$ cat src/rtl/mips_prog_loader.sv
// Byte-stream program loader: receives a length-prefixed frame of big-endian words,
// writes them to instruction memory, then releases the CPU. Macro PROG_LOADER_CHECKSUM_EN adds a trailing XOR byte.
module mips_prog_loader #(
    parameter int ADDR_W = 10,
    parameter int DATA_W = 32
) (
    input  logic              clk1,
    input  logic              rst,
    input  logic              start,
    input  logic [7:0]        in_data,
    input  logic              in_valid,
    output logic              in_ready,
    output logic              mem_we,
    output logic [ADDR_W-1:0] mem_addr,
    output logic [DATA_W-1:0] mem_wdata,
    output logic              cpu_run,
    output logic              busy,
    output logic              error
);
    typedef enum logic [2:0] {
        S_IDLE, S_LEN_HI, S_LEN_LO, S_WORD, S_WRITE, S_DONE, S_ERROR
`ifdef PROG_LOADER_CHECKSUM_EN
        , S_CKSUM
`endif
    } state_t;

    // Word count is 16 bits but may equal 2^ADDR_W, so counters carry one extra bit.
    localparam logic [16:0] MAX_N = 17'(1 << ADDR_W);

    state_t              state_q, state_d, fin_st;
    logic [7:0]          lenhi_q, lenhi_d;
    logic [15:0]         len_q, len_d;
    logic [16:0]         cnt_q, cnt_d;
    logic [1:0]          bcnt_q, bcnt_d;
    logic [23:0]         sh_q, sh_d;
    logic [ADDR_W-1:0]   addr_q, addr_d;
    logic [DATA_W-1:0]   wdata_q, wdata_d;
    logic [15:0]         nlen;
    logic                acc;

`ifdef PROG_LOADER_CHECKSUM_EN
    logic [7:0] csum_q, csum_d;
    assign fin_st   = S_CKSUM;
    assign in_ready = (state_q == S_LEN_HI) || (state_q == S_LEN_LO) ||
                      (state_q == S_WORD)   || (state_q == S_CKSUM);
`else
    assign fin_st   = S_DONE;
    assign in_ready = (state_q == S_LEN_HI) || (state_q == S_LEN_LO) || (state_q == S_WORD);
`endif

    assign acc       = in_valid && in_ready;
    assign nlen      = {lenhi_q, in_data};
    assign mem_we    = (state_q == S_WRITE);
    assign mem_addr  = addr_q;
    assign mem_wdata = wdata_q;
    assign cpu_run   = (state_q == S_DONE);
    assign error     = (state_q == S_ERROR);
    assign busy      = !((state_q == S_IDLE) || (state_q == S_DONE) || (state_q == S_ERROR));

    always_ff @(posedge clk1 or posedge rst) begin
        if (rst) begin
            state_q <= S_IDLE;
            lenhi_q <= '0;
            len_q   <= '0;
            cnt_q   <= '0;
            bcnt_q  <= '0;
            sh_q    <= '0;
            addr_q  <= '0;
            wdata_q <= '0;
`ifdef PROG_LOADER_CHECKSUM_EN
            csum_q  <= '0;
`endif
        end else begin
            state_q <= state_d;
            lenhi_q <= lenhi_d;
            len_q   <= len_d;
            cnt_q   <= cnt_d;
            bcnt_q  <= bcnt_d;
            sh_q    <= sh_d;
            addr_q  <= addr_d;
            wdata_q <= wdata_d;
`ifdef PROG_LOADER_CHECKSUM_EN
            csum_q  <= csum_d;
`endif
        end
    end

    always_comb begin
        state_d = state_q;
        lenhi_d = lenhi_q;
        len_d   = len_q;
        cnt_d   = cnt_q;
        bcnt_d  = bcnt_q;
        sh_d    = sh_q;
        addr_d  = addr_q;
        wdata_d = wdata_q;
`ifdef PROG_LOADER_CHECKSUM_EN
        csum_d  = csum_q;
        if (acc && state_q != S_CKSUM) csum_d = csum_q ^ in_data;
`endif
        case (state_q)
            S_IDLE, S_DONE, S_ERROR: begin
                if (start) begin
                    state_d = S_LEN_HI;
                    cnt_d   = '0;
                    bcnt_d  = '0;
`ifdef PROG_LOADER_CHECKSUM_EN
                    csum_d  = '0;
`endif
                end
            end
            S_LEN_HI: begin
                if (acc) begin
                    lenhi_d = in_data;
                    state_d = S_LEN_LO;
                end
            end
            S_LEN_LO: begin
                if (acc) begin
                    len_d  = nlen;
                    bcnt_d = '0;
                    if (nlen == 16'd0)             state_d = fin_st;
                    else if ({1'b0, nlen} > MAX_N) state_d = S_ERROR;
                    else                           state_d = S_WORD;
                end
            end
            S_WORD: begin
                if (acc) begin
                    sh_d   = {sh_q[15:0], in_data};
                    bcnt_d = 2'(bcnt_q + 2'd1);
                    if (bcnt_q == 2'd3) begin
                        addr_d  = cnt_q[ADDR_W-1:0];
                        wdata_d = {sh_q, in_data};
                        state_d = S_WRITE;
                    end
                end
            end
            S_WRITE: begin
                cnt_d   = cnt_q + 17'd1;
                state_d = (cnt_d < {1'b0, len_q}) ? S_WORD : fin_st;
            end
`ifdef PROG_LOADER_CHECKSUM_EN
            S_CKSUM: begin
                if (acc) state_d = (in_data == csum_q) ? S_DONE : S_ERROR;
            end
`endif
            default: state_d = S_IDLE;
        endcase
    end
endmodule

$ cat config.mk
export PLATFORM = sky130hd
export DESIGN_NAME = mips_prog_loader
export DESIGN_NICKNAME = d
export VERILOG_FILES = /design/src/rtl/mips_prog_loader.sv
export SDC_FILE = /design/constraint.sdc
export NUM_CORES = 1
export LEC_CHECK = 0
export ABC_AREA = 1
export ABC_CLOCK_PERIOD_IN_PS = 4200
export CAP_MARGIN = 20
export CELL_PAD_IN_SITES_DETAIL_PLACEMENT = 1
export CELL_PAD_IN_SITES_GLOBAL_PLACEMENT = 1
export CORE_UTILIZATION = 44
export CTS_CLUSTER_SIZE = 28
export DETAILED_ROUTE_END_ITERATION = 16
export DONT_BUFFER_PORTS = 1
export GPL_ROUTABILITY_DRIVEN = 0
export PLACE_DENSITY_LB_ADDON = 0.1
export SLEW_MARGIN = 10
export SYNTH_ARGS = -nofsm -noshare
export SYNTH_HDL_FRONTEND = slang
export SYNTH_SLANG_ARGS = --single-unit
$ cat constraint.sdc
create_clock -name clk1 -period 4.2 [get_ports clk1]
set_clock_uncertainty 0.2 [all_clocks]
set_input_delay 1.05 -clock clk1 [delete_from_list [all_inputs] [get_ports clk1]]
set_output_delay 1.05 -clock clk1 [all_outputs]
set_load 0.005 [all_outputs]
### After elaboration in Yosys (flattened, before gate mapping)

Cells that the tools add are included.

* add/subtract/negate cells: 2
* magnitude comparators: 2
* equal/unequal tests: 12
* multiplexer cells: 15
* reduce and logical (&&, ||, !) cells: 18

Operators with widths (count)
* 17-bit one-hot mux with 2 select lines: 1
* 3-bit 2-to-1 mux: 8
* 17-bit by 1-bit adder with 17-bit output (second input constant): 1
* 17-bit by 16-bit < comparator with 1-bit output: 1
* 17-bit 2-to-1 mux: 1
* 16-bit by 11-bit greater-than comparator with 1-bit output (second input constant): 1
* 16-bit zero test: 1
* 3-bit one-hot mux with 5 select lines: 1
* 3-bit == test (second input constant): 3
* 2-bit != test (second input constant): 4
* 2-bit AND reduction: 4
* 3-bit by 2-bit == test with 1-bit output (second input constant): 2
* 2-bit 2-to-1 mux: 3
* 2-bit one-hot mux with 3 select lines: 1
* 5-bit AND reduction: 1
* 1-bit logical OR: 4
* 4-bit AND reduction: 1
* 3-bit by 1-bit == test with 1-bit output (second input constant): 1
* 3-bit zero test: 1
* 3-bit AND reduction: 1
* 3-bit nonzero test: 1
* 3-bit OR reduction: 1
* 2-bit by 1-bit adder with 2-bit output (second input constant): 1
* 2-bit == test (second input constant): 1
* other kinds (4): 4

* register bits: 112
* input bits: 12
* output and inout bits: 47

### Logic depth before layout (Yosys ltp)

Gate-level depths: netlist (run 1).

* depth after elaboration: 6
* depth in mapped cells: 24
* depth with buffers taken out: 24

### Least setup slack after synthesis (run 1)

No wires, ideal clock.

* path kind: register to register
* start: register cnt_q[0]
* end: register state_q[2]
* arrival time: 2.249 ns
* path slack: 1.635 ns
* cell stages (with the launch flop): 22
* path through: dfrtp_1 -> ha_1 -> nand2_1 -> inv_1 -> nand2_1 -> nor2_2 -> nand3_2 -> nor2_4 -> xor2_1 -> ha_1 -> a21oi_1 -> nor3_1 -> nor3_1 -> nand2_1 -> nand2_1 -> nand2_1 -> nand2_1 -> nand2_1 -> nand2_1 -> nand2_1 -> nand2_1 -> nand2_1

* word-level cells in the longest chain between the ends: 4

Ends and longest elaborated chain
* from (decl): RTL line 33 `logic [16:0] cnt_q, cnt_d;`
* from (signal assigned): RTL line 77 `cnt_q <= cnt_d;`
* 17-bit by 1-bit adder with 17-bit output: RTL line 139 `cnt_d = cnt_q + 17'd1;`
* 17-bit by 16-bit < comparator with 1-bit output: RTL line 140 `state_d = (cnt_d < {1'b0, len_q}) ? S_WORD : fin_st;`
* 3-bit 2-to-1 mux: RTL line 140
* 3-bit one-hot mux with 5 select lines: RTL line 101 `case (state_q)`
* to (signal assigned): RTL line 74 `state_q <= state_d;`
* to (decl): RTL line 30 `state_t state_q, state_d, fin_st;`

Every way passes these cells.
A chain may end at the register's enable or synchronous reset.

### Final worst setup path (run 1)

Ends and elaborated chain as after synthesis.

==> flow_metrics.env, run 1 <==
export IMPL_crit_buf_inv=1
export IMPL_status="finished, final reports clean"
export IMPL_post_route_min_period_ns=2.875
export IMPL_leakagePower_nw=2.823
export IMPL_clk_root_buffer_cell="sky130_fd_sc_hd__clkbuf_16"
export IMPL_synthTopCellsByArea="sky130_fd_sc_hd__dfrtp_1, sky130_fd_sc_hd__nand2_1, sky130_fd_sc_hd__o21ai_0"
export IMPL_syn_instance_count=576
export IMPL_layout_filler_cells=1367
export IMPL_totalNegativeSetupSlack_ns=0
export IMPL_drv_slew=0
export IMPL_io_buffers=0
export IMPL_grt_pass1_vias=3773
export IMPL_routed_wirelength_um=10870
export IMPL_critPathTopFamily="simple AND/OR/NAND/NOR gates"
export IMPL_synth_top_flop_cell="sky130_fd_sc_hd__dfrtp_1"
export IMPL_grt_total_usage=0.1968
export IMPL_initialDrtViolationCount=138
export IMPL_syn_avg_cell_area_um2=8.984
export IMPL_syn_num_nets=605
export IMPL_startpoint_type="flip-flop"
export IMPL_tritoncts_clock_tree="built"
export IMPL_cts_repair_resize_count=0
export IMPL_maximum_capacitance_violations=0
export IMPL_timing_hold_violations_final=0
export IMPL_use_met2=0.3002
export IMPL_yosys_mux_area_fraction=0.02321
export IMPL_post_cts_buffers=0
export IMPL_row_count=39
export IMPL_peakVddDrop_uv=293.6
export IMPL_unrepaired_setup_endpoints_after_global_routing="no"
export IMPL_synth_top_cells_by_count="sky130_fd_sc_hd__nand2_1, sky130_fd_sc_hd__dfrtp_1, sky130_fd_sc_hd__inv_1"
export IMPL_path_cells="ha_1 -> nand2_1 -> inv_1 -> nand2_1 -> nor2_2 -> nand3_2 -> nor2_4 -> xor2_1 -> ha_1 -> a21oi_1 -> nor3_1 -> nor3_1 -> nand2_1 -> nand2_1 -> nand2_1 -> nand2_1 -> nand2_1 -> nand2_1 -> nand2_1 -> nand2_1 -> nand2_1"
export IMPL_cp_data_arrival_time_ns=2.93
export IMPL_starting_density_of_the_core=0.4532
export IMPL_die_w_um=110.5
export IMPL_finalCritPeriodShare=0.6846
export IMPL_globalRouteOverflowTotal=0
export IMPL_max_slew_worst_pin_slew_ns=0.8899
export IMPL_timing_worst_setup_path_type="flip-flop to flip-flop"
export IMPL_clock_insertion_delay_worst_skew_ns=0.35
export IMPL_insertedDiodeCount=0
export IMPL_routed_wire_length_per_instance_um=15.14
export IMPL_dp_hpwl_um=7745
export IMPL_crit_reg_reg_endpoint="state_q[2]$_DFFE_PP0P_"
export IMPL_unique_cell_type_count_in_the_yosys_netlist=35
export IMPL_avgViaCountPerCell=5.040
export IMPL_synth_edf_count=0
export IMPL_route_vias_total=3619
export IMPL_kind_of_path_behind_the_tightest_hold_check="flip-flop to flip-flop"
export IMPL_path_common_cell="sky130_fd_sc_hd__nand2_1"
export IMPL_reg2reg_depth=21
export IMPL_area_growth_pct=7.592
export IMPL_global_route_wire_length_before_repair_um=19020
export IMPL_clock_fmax_mhz=347.8
export IMPL_layout_drive_gt1_share=0.08522
export IMPL_core_area_mm2=0.01142
export IMPL_final_net_count=600
export IMPL_grt_met3_use=0.04665
export IMPL_htree_levels=3
export IMPL_design_area_mm2=0.005568
export IMPL_timing_hold_worst_endpoint="len_q[8]$_DFFE_PP0P_"
export IMPL_floorplan_die_area_mm2=0.01220
export IMPL_critical_path_endpoint_type="flip-flop"
export IMPL_die_span_y_um=110.5
export IMPL_globalRouteMet1Util=0.2656
export IMPL_crit_required_ns=4.25
export IMPL_grt_max_degree=85
export IMPL_first_pass_iters=4
export IMPL_synthAdderAreaFrac=0.04110
export IMPL_worst_reg2reg_setup_slack_ns=1.32
export IMPL_placement_stage_cell_area_mm2=0.005273
export IMPL_relSlewSlack=0.4053
export IMPL_cts_buffers_inserted=9
export IMPL_leading_cell_type_by_number_of_instances_after_synthesis="sky130_fd_sc_hd__nand2_1"
export IMPL_syn_cell_area_mm2=0.005175
export IMPL_synth_simple_gate_area_frac=0.1842
export IMPL_synth_sequential_area_ratio=0.5416
export IMPL_route_detailed_drc=0
export IMPL_synth_top_family_by_area="simple AND/OR/NAND/NOR gates"
export IMPL_yosys_area_share_xor_xnor=0.01838
export IMPL_ys_async_sr_fraction=1.000
export IMPL_setup_violations=0
export IMPL_cts_reportedPaths_clkPinSlew_ns=0.07
export IMPL_critical_path_slowest_cell="sky130_fd_sc_hd__dfrtp_1"
export IMPL_yosys_warnings=0
export IMPL_antenna_violating_nets_post_route=0
export IMPL_finalCoreUtilization=0.4876
export IMPL_launch_point_of_the_worst_reg_to_reg_path="cnt_q[0]$_DFFE_PP0P_"
export IMPL_worst_path_max_fanout=4
export IMPL_synthDominantCellAreaShare=0.5416
export IMPL_ioPinCount=59
export IMPL_slowest_delay_ns=0.41
export IMPL_grt_most_used_layer="met2"
export IMPL_initial_antenna_violation_count=0
export IMPL_tritoncts_num_sinks=112
export IMPL_yosys_area_top_type="sky130_fd_sc_hd__dfrtp_1"
export IMPL_hold_depth=2
export IMPL_synth_compound_gate_area_share=0.1081
export IMPL_cts_path_max_buffers=2
export IMPL_power_density_mw_per_mm2=569.0
export IMPL_post_cts_hold_buffer_count=0
export IMPL_ys_seq_elements=112
export IMPL_start_point_of_the_worst_hold_path="len_q[8]$_DFFE_PP0P_"
-- layout by cell type, fill, tap and decap left out, drive strengths merged --
master,instances
mux2,8
nor4,1
nand4,5
buf,2
a21oi,11
nand2,157
a21o,1
clkinv,2
and2,1
dfrtp,112
o21ai,95
clkbuf,11
a22o,1
clkinvlp,1
nor3,12
xor2,9
xnor2,1
inv,85
nor2,25
bufinv,1
o22ai,2
or2,3
ha,17
nand3,12
-- worst max path at each step --
stage                          from                         to  slack (ns)  depth (start not counted)
3_3_place_gp               in_valid  mem_wdata[20]$_DFFE_PP0P_        1.36                          4
2_1_floorplan                   rst      bcnt_q[0]$_DFFE_PP0P_        1.59                          1
6_report       cnt_q[0]$_DFFE_PP0P_     state_q[2]$_DFFE_PP0P_        1.32                         21
4_1_cts        cnt_q[0]$_DFFE_PP0P_     state_q[2]$_DFFE_PP0P_        1.31                         21
5_1_grt        cnt_q[0]$_DFFE_PP0P_     state_q[2]$_DFFE_PP0P_        0.89                         21
3_5_place_dp               in_valid  mem_wdata[20]$_DFFE_PP0P_        1.31                          4
-- logic make-up after synthesis --
kind of cell               count (synthesis)
and+or+nand+nor                          216
buffers and inverters                    103
muxes                                      8
DFF                                      112
xor gates and xnor gates                  10
AOI/OAI and AO/OA                        110
adders and majority gates                 17
-- through the flow --
| step | worst slack, ns | hold slack, ns | total power [mW] | instances |
|---|---|---|---|---|
| 2_1_floorplan | 1.593 | 0.2530 | 2.107 | 576 |
| 5_1_grt | 0.8942 | 0.3139 | 3.412 | 718 |
| 3_3_place_gp | 1.360 | 0.2688 | 2.287 | 703 |
| 4_1_cts | 1.308 | 0.2927 | 3.227 | 718 |
| 6_report | 1.325 | 0.2837 | 3.168 | 718 |
| 3_5_place_dp | 1.310 | 0.2745 | 2.342 | 703 |
-- layer usage --
metal	vias to the layer above	wire, µm
met4	0	221
met5	-	0
met2	48	4920
met1	1748	5329
li1	1811	-
met3	12	403
-- area by class of cell --
type,count,area [µm²],share of cell area
Timing Repair Buffer,2,27.53,0.004944
Clock buffer,11,242.7,0.04360
Clock inverter,4,52.55,0.009438
Tap cell,143,178.9,0.03213
Sequential cell,112,2803,0.5034
Inverter,85,322.8,0.05798
Multi-Input combinational cell,361,1941,0.3485
-- power breakdown --
group          internal [mW]  leakage, nW  switching (mW)  total (mW)
combinational          0.258         1.20           0.534       0.792
clock                  0.480        0.146           0.391       0.870
sequential              1.34         1.47           0.162        1.51
total                   2.08         2.82            1.09        3.17
-- tightest hold or removal path, cell delays in order (launching register included) --
cell,delay (ns)
sky130_fd_sc_hd__dfrtp_1,0.34
sky130_fd_sc_hd__nand2_1,0.05
sky130_fd_sc_hd__o21ai_0,0.05
-- state kept, by name (all words and copies together) (netlist names) --
signal	cells
mem_wdata	32
sh_q	24
cnt_q	17
len_q	16
mem_addr	10
lenhi_q	8
state_q	3
bcnt_q	2
Power figures use the tool's default switching activity.
==> run 2: changes to the inputs <==
- ABC_CLOCK_PERIOD_IN_PS: 4200 -> 2450
- clock period: 4.2 -> 2.45 ns (I/O delays scaled with it)
==> flow_metrics.env, run 2 (synthesis results as in run 1) <==
export IMPL_core_area_mm2=0.01142
export IMPL_kind_of_path_behind_the_tightest_hold_check="input port to asynchronous set/reset pin"
export IMPL_worst_case_setup_slack_after_placement_ns=-0.4066
export IMPL_cp_data_arrival_time_ns=2.86
export IMPL_initial_antenna_violation_count=0
export IMPL_reg2reg_depth=21
export IMPL_post_place_cells=732
export IMPL_layout_cells_most_common_list="sky130_fd_sc_hd__nand2_1, sky130_fd_sc_hd__dfrtp_1, sky130_fd_sc_hd__inv_1"
export IMPL_post_cts_hold_buffer_count=0
export IMPL_antenna_violating_nets_post_route=0
export IMPL_slowest_delay_ns=0.41
export IMPL_cts_path_max_buffers=2
export IMPL_initialDrtViolationCount=88
export IMPL_grt_total_usage=0.2232
export IMPL_route_detailed_drc=0
export IMPL_insertedDiodeCount=0
export IMPL_tritoncts_num_sinks=112
export IMPL_critical_path_endpoint_type="flip-flop"
export IMPL_worst_path_max_fanout=4
export IMPL_io_buffers=0
export IMPL_max_slew_worst_pin_slew_ns=0.6071
export IMPL_power_density_mw_per_mm2=937.2
export IMPL_avgViaCountPerCell=5.061
export IMPL_grt_max_degree=113
export IMPL_fin_worst_hold_slack_ns=0.06845
export IMPL_totalNegativeSetupSlack_ns=-0.7149
export IMPL_global_route_wire_length_before_repair_um=21600
export IMPL_routed_wire_length_per_instance_um=16.59
export IMPL_grt_pass1_vias=4211
export IMPL_layout_drive_gt1_share=0.1881
export IMPL_path_common_cell="sky130_fd_sc_hd__nand2_1"
export IMPL_drv_slew=0
export IMPL_crit_required_ns=2.49
export IMPL_dp_hpwl_um=8455
export IMPL_crit_reg_reg_endpoint="state_q[2]$_DFFE_PP0P_"
export IMPL_relSlewSlack=0.5953
export IMPL_die_w_um=110.5
export IMPL_starting_density_of_the_core=0.4532
export IMPL_final_net_count=646
export IMPL_htree_levels=3
export IMPL_row_count=39
export IMPL_clock_fmax_mhz=355.3
export IMPL_startpoint_type="flip-flop"
export IMPL_largest_register_ff_count=32
export IMPL_post_route_min_period_ns=2.814
export IMPL_route_vias_total=3872
export IMPL_clk_root_buffer_cell="sky130_fd_sc_hd__clkbuf_16"
export IMPL_cts_buffers_inserted=9
export IMPL_area_growth_pct=17.02
export IMPL_floorplan_die_area_mm2=0.01220
export IMPL_path_cells="ha_2 -> nand2_2 -> inv_2 -> nand2_4 -> nor2_4 -> nand3_4 -> nor2_4 -> xor2_2 -> ha_1 -> a21oi_2 -> nor3_4 -> nor3_2 -> nand2_1 -> nand2_1 -> nand2_1 -> nand2_2 -> nand2_1 -> nand2_1 -> nand2_1 -> nand2_1 -> nand2_1"
export IMPL_globalRouteOverflowTotal=0
export IMPL_setup_violations=2
export IMPL_finalNonFillerCells=765
export IMPL_first_pass_iters=4
export IMPL_clock_insertion_delay_worst_skew_ns=0.36
export IMPL_layout_cells_most_common="sky130_fd_sc_hd__nand2_1"
export IMPL_cts_reportedPaths_clkPinSlew_ns=0.08
export IMPL_unrepaired_setup_endpoints_after_global_routing="yes"
export IMPL_critical_path_slowest_cell="sky130_fd_sc_hd__dfrtp_1"
export IMPL_worst_reg2reg_setup_slack_ns=-0.36
export IMPL_routed_wirelength_um=12690
export IMPL_die_span_y_um=110.5
export IMPL_leakagePower_nw=3.087
export IMPL_maximum_capacitance_violations=0
export IMPL_failed_checks="setup timing"
export IMPL_finalCoreUtilization=0.5304
export IMPL_finalCritPeriodShare=1.149
export IMPL_peakVddDrop_uv=450.8
export IMPL_launch_point_of_the_worst_reg_to_reg_path="cnt_q[0]$_DFFE_PP0P_"
export IMPL_status="finished, violations left"
export IMPL_timing_worst_setup_path_type="flip-flop to flip-flop"
export IMPL_timing_hold_violations_final=0
export IMPL_tritoncts_clock_tree="built"
export IMPL_ioPinCount=59
export IMPL_fin_ws_ns=-0.3642
==> run 2: cell count changes in the layout (fill, tap and decap cells not counted), moves of 2 or more <==
cell,change
sky130_fd_sc_hd__buf_4,+45
sky130_fd_sc_hd__nand2_1,-6
sky130_fd_sc_hd__nand2_2,+5
sky130_fd_sc_hd__ha_1,-3
sky130_fd_sc_hd__inv_1,-3
sky130_fd_sc_hd__inv_2,+3
sky130_fd_sc_hd__nor3_1,-3
sky130_fd_sc_hd__ha_4,+2
sky130_fd_sc_hd__nor3_4,+2
==> run 2: how the worst max path moves through the flow <==
stage,startpoint,endpoint,cells past startpoint
finish,cnt_q[0]$_DFFE_PP0P_,state_q[2]$_DFFE_PP0P_,21
global route,cnt_q[0]$_DFFE_PP0P_,state_q[2]$_DFFE_PP0P_,21
CTS,cnt_q[1]$_DFFE_PP0P_,state_q[2]$_DFFE_PP0P_,21
detailed placement,cnt_q[0]$_DFFE_PP0P_,state_q[2]$_DFFE_PP0P_,21
global placement,cnt_q[0]$_DFFE_PP0P_,state_q[2]$_DFFE_PP0P_,21
floorplan,cnt_q[0]$_DFFE_PP0P_,state_q[2]$_DFFE_PP0P_,21
==> run 2: repair_timing <==
item,4_1_cts,5_1_grt
pin swaps,14,7
endpoints found under the setup margin,2,2
setup buffers,11,6
resized for setup,15,11
==> run 2: metrics by stage <==
step | power, mW | instance area, µm²
3_5_place_dp | 4.064 | 5490
4_1_cts | 5.677 | 5962
2_1_floorplan | 3.612 | 5179
6_report | 5.675 | 6056
5_1_grt | 6.098 | 6056
3_3_place_gp | 3.937 | 5490
==> run 2: critical path: cells and delay by family, from the launching register on <==
family                     cells  cell delay (ns)
DFF                            1             0.41
adders and majority gates      2             0.49
xor gates and xnor gates       1             0.18
AOI/OAI and AO/OA              1             0.18
and+or+nand+nor               16             1.17
buffers and inverters          1             0.07
==> run 2: area by class of cell <==
type | count | area [µm²]
well taps | 143 | 178.9
multi-input cells | 361 | 2053
flip-flops and latches | 112 | 2803
fillers | 1317 | 5363
inverters | 85 | 322.8
clock buffers | 10 | 239.0
clock inverters | 6 | 82.58
repair buffers | 48 | 376.6
==> run 2: where the power goes <==
| group | leakage [nW] | internal, mW | switching (mW) | total (mW) |
|---|---|---|---|---|
| Sequential | 1.47 | 2.30 | 0.272 | 2.57 |
| Combinational | 1.46 | 0.515 | 1.01 | 1.52 |
| Clock | 0.154 | 0.846 | 0.735 | 1.58 |
==> run 2: per-layer routing <==
layer / vias up / global-route usage / wire, µm
li1: 1901 / - / -
met1: 1896 / 0.2977 / 5813
met2: 60 / 0.3660 / 6183
met3: 15 / 0.04281 / 498
met4: 0 / 0.07378 / 194
met5: - / 0 / 0
==> run 3: changes to the inputs <==
- ABC_AREA: 1 -> not set
- CORE_MARGIN: not set -> 5
- CORE_UTILIZATION: 44 -> 46
==> flow_metrics.env, run 3 <==
export IMPL_status="finished, violations left"
export IMPL_failed_checks="setup timing"
export IMPL_kind_of_path_behind_the_tightest_hold_check="input port to flip-flop"
export IMPL_floorplan_die_area_mm2=0.01370
export IMPL_clock_insertion_delay_worst_skew_ns=0.35
export IMPL_unique_cell_type_count_in_the_yosys_netlist=52
export IMPL_finalCritPeriodShare=1.125
export IMPL_largest_register_ff_count=32
export IMPL_io_buffers=0
export IMPL_route_detailed_drc=0
export IMPL_yosys_warnings=0
export IMPL_synth_simple_gate_area_frac=0.1056
export IMPL_global_route_wire_length_before_repair_um=20480
export IMPL_yosys_mux_area_fraction=0.1643
export IMPL_syn_num_nets=466
export IMPL_die_w_um=117.1
export IMPL_antenna_violating_nets_post_route=0
export IMPL_routed_wirelength_um=12410
export IMPL_leakagePower_nw=3.035
export IMPL_layout_drive_gt1_share=0.3580
export IMPL_totalNegativeSetupSlack_ns=-0.5976
export IMPL_tritoncts_clock_tree="built"
export IMPL_cellInternalPower_mw=3.804
export IMPL_ioPinCount=59
export IMPL_synthAdderAreaFrac=0.04249
export IMPL_final_net_count=510
export IMPL_synth_top_flop_cell="sky130_fd_sc_hd__dfrtp_1"
export IMPL_syn_cell_area_mm2=0.005271
export IMPL_p_seq_frac=0.470
export IMPL_clock_power_share=0.245
export IMPL_relSlewSlack=0.5973
export IMPL_max_slew_worst_pin_slew_ns=0.6041
export IMPL_reg2reg_depth=12
export IMPL_critPathTopFamily="simple AND/OR/NAND/NOR gates"
export IMPL_layout_cells_most_common_list="sky130_fd_sc_hd__dfrtp_1, sky130_fd_sc_hd__mux2_2, sky130_fd_sc_hd__buf_4"
export IMPL_initial_antenna_violation_count=0
export IMPL_starting_density_of_the_core=0.4656
export IMPL_design_area_mm2=0.006112
export IMPL_die_span_y_um=117.1
export IMPL_avgViaCountPerCell=5.544
export IMPL_maximum_capacitance_violations=0
export IMPL_switching_share=0.3312
export IMPL_syn_instance_count=437
export IMPL_unrepaired_setup_endpoints_after_global_routing="yes"
export IMPL_yosys_area_share_xor_xnor=0.03252
export IMPL_worst_path_max_fanout=6
export IMPL_grt_pass1_vias=3903
export IMPL_path_cells="nand3_4 -> buf_4 -> nor2_2 -> and3_4 -> xor2_2 -> ha_1 -> nand4_1 -> a2111oi_4 -> o21ai_1 -> nand4_1 -> buf_4 -> o21ai_1"
export IMPL_synthTopCellsByArea="sky130_fd_sc_hd__dfrtp_1, sky130_fd_sc_hd__mux2_2, sky130_fd_sc_hd__ha_1"
export IMPL_yosys_area_top_type="sky130_fd_sc_hd__dfrtp_1"
export IMPL_fin_ws_ns=-0.3068
export IMPL_syn_avg_cell_area_um2=12.06
export IMPL_leading_cell_type_by_number_of_instances_after_synthesis="sky130_fd_sc_hd__dfrtp_1"
export IMPL_initialDrtViolationCount=178
export IMPL_finalCoreUtilization=0.5399
export IMPL_peakVddDrop_uv=478.2
export IMPL_synthDominantCellAreaShare=0.5317
export IMPL_placement_stage_cell_area_mm2=0.005714
export IMPL_globalRouteOverflowTotal=0
export IMPL_combinational_cell_fraction_of_total_power=0.284
export IMPL_tritoncts_num_sinks=112
export IMPL_timing_hold_worst_endpoint="len_q[6]$_DFFE_PP0P_"
export IMPL_critical_path_endpoint_type="flip-flop"
export IMPL_first_pass_iters=4
export IMPL_timing_worst_setup_path_type="flip-flop to flip-flop"
export IMPL_area_growth_pct=15.95
export IMPL_synth_top_family_by_area="multiplexers"
export IMPL_synth_top_cells_by_count="sky130_fd_sc_hd__dfrtp_1, sky130_fd_sc_hd__mux2_2, sky130_fd_sc_hd__nand2_1"
export IMPL_ys_async_sr_fraction=1.000
export IMPL_post_route_min_period_ns=2.757
export IMPL_setup_violations=2
export IMPL_cts_path_max_buffers=2
export IMPL_hold_depth=2
export IMPL_timing_hold_violations_final=0
export IMPL_synth_edf_count=0
export IMPL_crit_buf_inv=2
export IMPL_cts_buffers_inserted=9
export IMPL_cp_data_arrival_time_ns=2.79
export IMPL_ys_seq_elements=112
export IMPL_grt_max_degree=72
export IMPL_drv_slew=0
export IMPL_crit_reg_reg_endpoint="state_q[1]$_DFFE_PP0P_"
export IMPL_slowest_delay_ns=0.40
export IMPL_core_area_mm2=0.01132
export IMPL_startpoint_type="flip-flop"
export IMPL_routed_wire_length_per_instance_um=19.73
export IMPL_clock_fmax_mhz=362.7
export IMPL_grt_total_usage=0.1962
export IMPL_cts_reportedPaths_clkPinSlew_ns=0.07
export IMPL_row_count=39
export IMPL_crit_required_ns=2.49
export IMPL_net_switching_power_mw=1.884
export IMPL_start_point_of_the_worst_hold_path="in_data[6]"
export IMPL_launch_point_of_the_worst_reg_to_reg_path="cnt_q[4]$_DFFE_PP0P_"
export IMPL_power_density_mw_per_mm2=930.6
export IMPL_route_vias_total=3487
export IMPL_layout_cells_most_common="sky130_fd_sc_hd__dfrtp_1"
export IMPL_htree_levels=3
export IMPL_dp_hpwl_um=8848
export IMPL_insertedDiodeCount=0
export IMPL_critical_path_slowest_cell="sky130_fd_sc_hd__dfrtp_1"
export IMPL_worst_reg2reg_setup_slack_ns=-0.31
export IMPL_synth_compound_gate_area_share=0.08640
export IMPL_clk_root_buffer_cell="sky130_fd_sc_hd__clkbuf_16"
export IMPL_synth_sequential_area_ratio=0.5317
run 3: changes by cell type after synthesis, moves of 8 or more:
cell / previous run / this run
sky130_fd_sc_hd__a22o_1: 1 / 9
sky130_fd_sc_hd__inv_1: 80 / 21
sky130_fd_sc_hd__mux2_2: 0 / 74
sky130_fd_sc_hd__mux2_4: 8 / 0
sky130_fd_sc_hd__nand2_1: 152 / 38
sky130_fd_sc_hd__o21ai_0: 63 / 23
sky130_fd_sc_hd__o21ai_1: 32 / 13
run 3: worst max path at each step:
| stage | startpoint | to | slack, ns | depth (start not counted) |
|---|---|---|---|---|
| floorplan | cnt_q[0]$_DFFE_PP0P_ | state_q[2]$_DFFE_PP0P_ | -0.13 | 10 |
| finish | cnt_q[4]$_DFFE_PP0P_ | state_q[1]$_DFFE_PP0P_ | -0.31 | 12 |
| detailed placement | cnt_q[7]$_DFFE_PP0P_ | state_q[2]$_DFFE_PP0P_ | -0.34 | 10 |
| CTS | cnt_q[0]$_DFFE_PP0P_ | state_q[2]$_DFFE_PP0P_ | -0.29 | 11 |
| global placement | cnt_q[7]$_DFFE_PP0P_ | state_q[2]$_DFFE_PP0P_ | -0.32 | 10 |
| global route | cnt_q[4]$_DFFE_PP0P_ | state_q[1]$_DFFE_PP0P_ | -0.42 | 12 |
run 3: cells by family (layout without fill, tap and decap cells):
kind of cell    Yosys count  in the layout
flops                   112            112
simple gates            100            100
xor+xnor                 17             17
fa+ha+maj                18             18
buf+inv                  41             90
mux                      77             77
compound gates           72             72
run 3: final cells by class:
type,instances,area [µm²]
inverters,23,90.09
clock buffers,11,232.7
clock inverters,5,38.79
repair buffers,51,410.4
multi-input cells,284,2352
fillers,1172,5209
well taps,143,178.9
flip-flops and latches,112,2809
run 3: worst register-to-register path, delay by kind of cell, from the launching register on:
family / cells / cell delay, ns
AO/OA/AOI/OAI: 3 / 0.53
XOR/XNOR: 1 / 0.07
adder cells (fa/ha/maj): 1 / 0.31
buffers and inverters: 2 / 0.32
flip-flops: 1 / 0.40
AND/OR/NAND/NOR: 5 / 0.82
run 3: power by group through the flow:
| stage | logic [mW] | registers, mW | clock network [mW] |
|---|---|---|---|
| floorplan | 1.25 | 2.55 | 0 |
| global placement | 1.49 | 2.68 | 0 |
| detailed placement | 1.56 | 2.72 | 0 |
| CTS | 1.64 | 2.68 | 1.43 |
| global route | 1.81 | 2.74 | 1.50 |
| finish | 1.62 | 2.68 | 1.40 |
run 3: repair_timing:
item / 4_1_cts / 5_1_grt
buffers inserted: 6 / 2
hold endpoints to repair: 2 / 0
resized for setup: 10 / 3
setup endpoints to repair: 2 / 3
hold buffers: 1 / 0
pin swaps: 5 / 7
run 3: per-layer routing:
| metal | wire length [µm] | global-route usage | part of all wire |
|---|---|---|---|
| met5 | 0 | 0 | 0 |
| met4 | 196 | 0.08333 | 0.016 |
| met2 | 5972 | 0.3204 | 0.48 |
| met1 | 5739 | 0.2604 | 0.46 |
| met3 | 502 | 0.03188 | 0.040 |
run 3: per-stage QoR:
stage	power (mW)	cells	setup slack, ns	hold WS [ns]
after global placement	4.175	604	-0.3164	0.1946
after floorplan	3.803	437	-0.1311	0.2682
after global routing	6.055	629	-0.4203	0.1748
final	5.688	629	-0.3068	0.1796
after CTS	5.752	627	-0.2896	0.1708
after detailed placement	4.273	604	-0.3431	0.1929
